File: config.mk
export PLATFORM = sky130hd
export DESIGN_NAME = arb_mux
export DESIGN_NICKNAME = d
export VERILOG_FILES = /design/src/rtl/arb_pkg.sv /design/src/rtl/arb_mux_rr_pick.sv /design/src/rtl/arb_mux.sv
export SDC_FILE = /design/constraint.sdc
export NUM_CORES = 1
export LEC_CHECK = 0
export ABC_AREA = 0
export CORE_ASPECT_RATIO = 1.1
export CORE_MARGIN = 2
export CORE_UTILIZATION = 28
export DETAILED_ROUTE_END_ITERATION = 6
export PLACE_DENSITY = 0.66
export SLEW_MARGIN = 20
export SYNTH_ARGS = -nofsm -noshare
export SYNTH_HDL_FRONTEND = slang
export SYNTH_SLANG_ARGS = --single-unit
export TNS_END_PERCENT = 20
File: constraint.sdc
create_clock -name clock -period 7.9 [get_ports clock]
set_input_delay 1.185 -clock clock [delete_from_list [all_inputs] [get_ports clock]]
set_output_delay 1.185 -clock clock [all_outputs]
set_load 0.03 [all_outputs]
File: src/rtl/arb_pkg.sv
// Shared constants and helpers for the arbitrating multiplexer slice.
package arb_pkg;

   localparam int ARB_FIXED = 0;
   localparam int ARB_RR    = 1;

   // Width of a channel index; a single channel still gets a 1-bit field.
   function automatic int sel_w(input int n);
      return (n <= 1) ? 1 : $clog2(n);
   endfunction

endpackage

File: src/rtl/arb_mux_rr_pick.sv
// Rotate / priority-encode / unrotate picker: first set request at or above base, wrapping.
module rr_pick #(
   parameter int CHANNELS = 8,
   parameter int SEL_W    = 3
) (
   input  logic [CHANNELS-1:0] req,
   input  logic [SEL_W-1:0]    base,
   output logic [SEL_W-1:0]    win,
   output logic                any
);

   logic [2*CHANNELS-1:0] dbl;
   logic [2*CHANNELS-1:0] shifted;
   logic [CHANNELS-1:0]   rot;
   logic [SEL_W-1:0]      off;
   logic [SEL_W:0]        sum;

   // Doubling the vector makes the right shift behave as a rotation.
   assign dbl     = {req, req};
   assign shifted = dbl >> base;
   assign rot     = shifted[CHANNELS-1:0];
   assign any     = |req;

   always_comb begin
      off = '0;
      for (int k = CHANNELS - 1; k >= 0; k--) begin
         if (rot[k]) off = SEL_W'(k);
      end
   end

   always_comb begin
      sum = {1'b0, base} + {1'b0, off};
      if (sum >= (SEL_W + 1)'(CHANNELS)) sum = sum - (SEL_W + 1)'(CHANNELS);
      win = sum[SEL_W-1:0];
   end

endmodule

File: src/rtl/arb_mux.sv
// N-channel registered arbitrating multiplexer with valid/ready on every port.
module arb_mux
   import arb_pkg::*;
#(
   parameter int WIDTH    = 32,
   parameter int CHANNELS = 8,
   parameter int SEL_W    = sel_w(CHANNELS),
   parameter int MODE     = ARB_RR
) (
   input  logic                      clock,
   input  logic                      reset,
   input  logic [CHANNELS-1:0]       in_valid,
   input  logic [CHANNELS*WIDTH-1:0] in_data,
   output logic [CHANNELS-1:0]       in_ready,
   output logic                      out_valid,
   output logic [WIDTH-1:0]          out_data,
   output logic [SEL_W-1:0]          out_sel,
   input  logic                      out_ready
);

   logic             out_valid_reg;
   logic [WIDTH-1:0] out_data_reg;
   logic [SEL_W-1:0] out_sel_reg;
   logic [SEL_W-1:0] rr_ptr_reg;
   logic [SEL_W-1:0] win;
   logic             any;
   logic             can_load;
   logic             load;

   assign can_load = !out_valid_reg | out_ready;
   assign load     = can_load & any & !reset;

   rr_pick #(
      .CHANNELS (CHANNELS),
      .SEL_W    (SEL_W)
   ) u_pick (
      .req  (in_valid),
      .base (rr_ptr_reg),
      .win  (win),
      .any  (any)
   );

   assign in_ready = load ? (CHANNELS'(1) << win) : '0;

   always_ff @(posedge clock) begin
      if (reset) begin
         out_valid_reg <= 1'b0;
         out_data_reg  <= '0;
         out_sel_reg   <= '0;
      end else if (load) begin
         out_valid_reg <= 1'b1;
         out_data_reg  <= in_data[int'(win)*WIDTH +: WIDTH];
         out_sel_reg   <= win;
      end else if (out_ready) begin
         out_valid_reg <= 1'b0;
      end
   end

   // Fixed priority never rotates, so the pointer collapses to a constant zero base.
   generate
      if (MODE == ARB_RR) begin : g_rr
         always_ff @(posedge clock) begin
            if (reset)
               rr_ptr_reg <= '0;
            else if (load)
               rr_ptr_reg <= (win == SEL_W'(CHANNELS - 1)) ? '0 : win + 1'b1;
         end
      end else begin : g_fixed
         assign rr_ptr_reg = '0;
      end
   endgenerate

   assign out_valid = out_valid_reg;
   assign out_data  = out_data_reg;
   assign out_sel   = out_sel_reg;

endmodule

After elaboration in Yosys (flattened, before gate mapping). Index checks and enable logic that the tools add are counted.

Bits of input ports: 267. Register bits after elaboration: 39. Output and inout port bits: 44. Word-level logic and storage cells: 32. Latch bits: 0. Memories: 0. RAM bits: 0. ROM bits: 0.

Divide/modulo/power cells: 0. Eq/ne operators: 1. Shifts and indexed selects: 3. $mul: 0. Reductions and logical operators: 4. $add $sub $neg: 3. Bitwise operators: 3. Muxes and demuxes: 13. Order comparisons: 1.

Operators by type and width (number): indexed part select 256 x 9 -> 32 bit (1); 2-to-1 mux 3 bit (10); right shift 16 x 3 -> 8 bit (1); 2-to-1 mux 8 bit (1); OR reduction 8 bit (1); left shift 1 x 3 -> 8 bit (first input constant) (1); adder 3 x 3 -> 4 bit (1); >= comparator 4 bit (second input constant) (1); adder 3 x 1 -> 3 bit (second input constant) (1); == test 3 bit (second input constant) (1); subtractor 3 x 1 -> 3 bit (second input constant) (1); AND 1 bit (2); logical NOT 1 bit (2); 2-to-1 mux 1 bit (2); nonzero test 2 bit (1); bitwise OR 1 bit (1).

Longest topological paths before layout.
Depth after elaboration: 14. Depth in mapped cells: 22.

Cells and area by module. From an unflattened synthesis, not the netlist that was laid out.

Cell total of the unflattened synthesis: 457. Area total of the unflattened synthesis: 4237.8 sq um.

By module, submodules not included: arb_mux (times used 1, sequential area each 780.7 sq um, area each 3771.1 sq um, cells each 415); rr_pick (times used 1, sequential area each 0.0 sq um, area each 466.7 sq um, cells each 42).

Least setup slack after synthesis. No wires, ideal clock.

Path type: input port to output port. Start: input port in_valid[2]. End: output port in_ready[3]. Path buffers: 4. Data arrival time: 5.014 ns. Data required time: 6.715 ns. Setup slack: 1.701 ns. Stages: 17. Cells stage by stage: buf_2 mux4_2 mux2_2 o31ai_1 nand3_1 a211oi_1 a21o_1 ha_1 inv_1 fa_1 clkbuf_1 buf_1 clkbuf_1 inv_1 ha_1 inv_1 nor3_1.

Word-level cells in the longest chain between the ends: 14.

Ends and longest elaborated chain: from (decl) (line arb_mux.sv:12) `input logic [CHANNELS-1:0] in_valid,`; right shift 16 x 3 -> 8 bit * (line arb_mux_rr_pick.sv:20) `assign shifted = dbl >> base;`; 2-to-1 mux 3 bit (7 in a row) (line arb_mux_rr_pick.sv:27) `if (rot[k]) off = SEL_W'(k);`; 2-to-1 mux 3 bit * (line arb_mux_rr_pick.sv:27); adder 3 x 3 -> 4 bit * (line arb_mux_rr_pick.sv:32) `sum = {1'b0, base} + {1'b0, off};`; >= comparator 4 bit or subtractor 3 x 1 -> 3 bit (tied branches) (line arb_mux_rr_pick.sv:33) `if (sum >= (SEL_W + 1)'(CHANNELS)) sum = sum - (SEL_W + 1)'(CHANNELS);`; 2-to-1 mux 3 bit * (line arb_mux_rr_pick.sv:33); via u_pick.sum[1] (line arb_mux_rr_pick.sv:16) `logic [SEL_W:0] sum;`; left shift 1 x 3 -> 8 bit * (line arb_mux.sv:43) `assign in_ready = load ? (CHANNELS'(1) << win) : '0;`; 2-to-1 mux 8 bit * (line arb_mux.sv:43); to (decl) (line arb_mux.sv:14) `output logic [CHANNELS-1:0] in_ready,`.

Mark *: on every way through the listed nets, which the timed path passes. The rest lies on a longest branch.

Worst setup path in the final report.
Start: input port in_valid[2]. End: output port in_ready[3].

Word-level cells in the longest chain between the ends: 14.

Ends and longest elaborated chain (line): right shift 16 x 3 -> 8 bit (arb_mux_rr_pick.sv:20); 2-to-1 mux 3 bit (8 in a row) (arb_mux_rr_pick.sv:27); adder 3 x 3 -> 4 bit (arb_mux_rr_pick.sv:32); >= comparator 4 bit or subtractor 3 x 1 -> 3 bit (tied branches) (arb_mux_rr_pick.sv:33); 2-to-1 mux 3 bit (arb_mux_rr_pick.sv:33); left shift 1 x 3 -> 8 bit (arb_mux.sv:43); 2-to-1 mux 8 bit * (arb_mux.sv:43).

Mark *: on every way between the ends. The rest lies on a longest branch, timed or not.

==> metrics <==
fillers approximately 1700; Slew Limit Fails 0; Reg2Reg Setup Slack 2730 ps; crit start category input port; reg2reg start rr_ptr_reg[0]; # port buffers 310; Clk Latency, worst-skew pair 290 ps; post-synth top area share 0.311; global-route wire length before repair 30.6 mm; diode count 0; most frequently used flop master after synthesis dfxtp_1; number of synthesized flops with an enable pin 0; max reg flops 32; most frequent CP cell clkdlybuf4s50_1; ratio of cells with drive above 1 in the final layout 0.120; Slew @ Worst Pin 1050 ps; top cells by count, synth nand2_1, nand3_1, mux4_2, a211oi_1, clkbuf_1; Clock transition at path regs 70 ps; mean number of vias per cell 5.49; count of final setup violators 0; hold path depth 2; Setup Skew 8.76 ps; drt total wl 20.1 mm; maximum buffer depth of the clock tree 2; Post-route DRC 0; number of global-route vias before repair 5911; crit path capture type primary output; TritonCTS buffer count 5; area of the core 17600 um2; Antenna Nets Post-Route 0; CTS root buf clkbuf_16; Post-Synthesis Cells 587; hold buffer count at CTS 0; Area growth, synth to finish 68.2%; clk sink count 39; WS Path Type in -> out; slew margin rel. 0.302; Reg-to-Reg End out_data[19]; die height 144 um; Critical Path RT 6710 ps; post-synth top area cell mux4_2; synth top area cells mux4_2, dfxtp_1, a211oi_1; number of gates resized after cts 0; Overflow after GRT 0; Iter 0 DRT Violations 335; Initial Util 0.284; DIE AREA 18900 um2; Hold WC Path Type reg -> reg; CP Depth 16; CP max FO 33; Hold EP out_sel[2]; Post-DP Area 8260 um2; Async SR Flop Fraction 0; row cnt 51; R2R depth 16; WL per Instance between 15 and 20 um; CTS tree yes; Boundary Pins 311; cell with the most instances after synthesis nand2_1; CP top delay family buffers and inverters; Syn Nets approximately 860; Syn Area/Cell 8.52 um2; Die Width 131 um; final count of hold timing violations 0; unrepaired setup endpoints after global routing false; Yosys reg bits 39; postcts setup bufs 0; worst hold start out_sel[2]; crit share post-route 0.875; Final Wtd Congestion about 0.8; Worst EP arrival 5730 ps; CP max stage delay 720 ps; Leak 2.81 nW; pwr dens 362 nW/um2; Tmin final 6910 ps; fmax 0.145 GHz; Slowest-stage cell, CP clkdlybuf4s50_1; maximum VDD drop 0.299 mV; Synthesis Warnings 0; Final HPWL DP 15.1 mm; largest net degree at the start of global routing 66; initial antenna violation count 0; gr usage total 0.201; status completed; vias 5953; register area share after synthesis 0.156; Finished Cell Area 8410 um2; drt pass-1 iters 4; setup_tns 0 ps; nets@finish 1117; max_cap viols 0; CP cell instances clkdlybuf4s50_1 -> mux4_2 -> o21ai_0 -> a21oi_1 -> o31ai_1 -> nand3_1 -> a211oi_1 -> a21o_1 -> ha_4 -> inv_1 -> fa_4 -> nor2b_4 -> o22ai_1 -> nand2_1 -> nor3_1 -> clkdlybuf4s50_1; Synth cell types 45; synthesized area 5000 um2; Critical path buffers and inverters 3; CTS H-tree lvls 2
routing by layer:
| metal | track usage | vias to the layer above | wire length [um] |
|---|---|---|---|
| li1 | - | 2809 | - |
| met1 | 0.237 | 2845 | 7760 |
| met2 | 0.370 | 271 | 10700 |
| met3 | 0.0347 | 28 | 1230 |
| met4 | 0.0686 | 0 | 454 |
| met5 | 0 | - | 0 |
area by class of cell:
cell class | instances | area, um2 | share of cell area
clock buffers | 8 | 156 | 0.0186
inverters | 39 | 146 | 0.0174
multi-input cells | 439 | 3840 | 0.456
flip-flops and latches | 39 | 781 | 0.0928
well taps | 238 | 298 | 0.0354
repair buffers | 322 | 3190 | 0.380
how the worst max path moves through the flow:
stage | from | to | slack, ps
after detailed placement | in_valid[2] | in_ready[3] | 1000
final | in_valid[2] | in_ready[3] | 990
after global placement | in_valid[2] | in_ready[3] | 1040
after CTS | in_valid[2] | in_ready[3] | 980
after floorplan | in_valid[2] | in_ready[3] | 1700
after global routing | in_valid[2] | in_ready[3] | 690
cells by family after synthesis:
family / after synthesis / share of synthesized area
mux: 75 / 0.323
fa+ha+maj: 4 / 0.0115
buf+inv: 109 / 0.0913
flops: 39 / 0.156
compound gates: 166 / 0.243
simple gates: 194 / 0.175
worst register-to-register path, cell delays in order, from the launching register on:
cell and delay [ps]:
dfxtp_1 860, mux4_2 640, o21ai_0 180, a21oi_1 90, o31ai_1 260, nand3_1 130, a211oi_1 250, a21o_1 160
ha_4 120, inv_1 50, fa_4 880, buf_4 400, mux4_2 470, nand2_1 100, a221oi_1 80, a211oi_1 280
o21ai_1 90
cell usage in the layout, fill, tap and decap left out, drive strengths merged, types with 17 or more instances in the layout:
cell,synthesis,layout
mux4,69,69
inv,39,39
nand2,81,81
a221oi,32,32
nand3,71,71
a211oi,66,66
dfxtp,39,39
o21ai,34,34
nor2,17,17
clkdlybuf4s50,0,310
stage by stage:
| step | cells | setup WS [ps] | power, mW | hold slack [ps] | util |
|---|---|---|---|---|---|
| 4_1_cts | 1085 | 978 | 3.09 | 443 | 0.478 |
| 3_5_place_dp | 1077 | 1000 | 2.86 | 433 | 0.469 |
| 2_1_floorplan | 587 | 1700 | 2.18 | 570 | - |
| 3_3_place_gp | 1077 | 1040 | 2.84 | 434 | 0.469 |
| 6_report | 1085 | 987 | 3.05 | 439 | 0.478 |
| 5_1_grt | 1085 | 686 | 3.28 | 475 | 0.478 |
power breakdown:
| group | internal (mW) | total [mW] | switching, mW |
|---|---|---|---|
| registers | 0.273 | 0.338 | 0.0650 |
| logic | 1.18 | 2.49 | 1.30 |
| clock network | 0.135 | 0.224 | 0.0890 |
No activity file was read; power rests on OpenSTA's default activity.
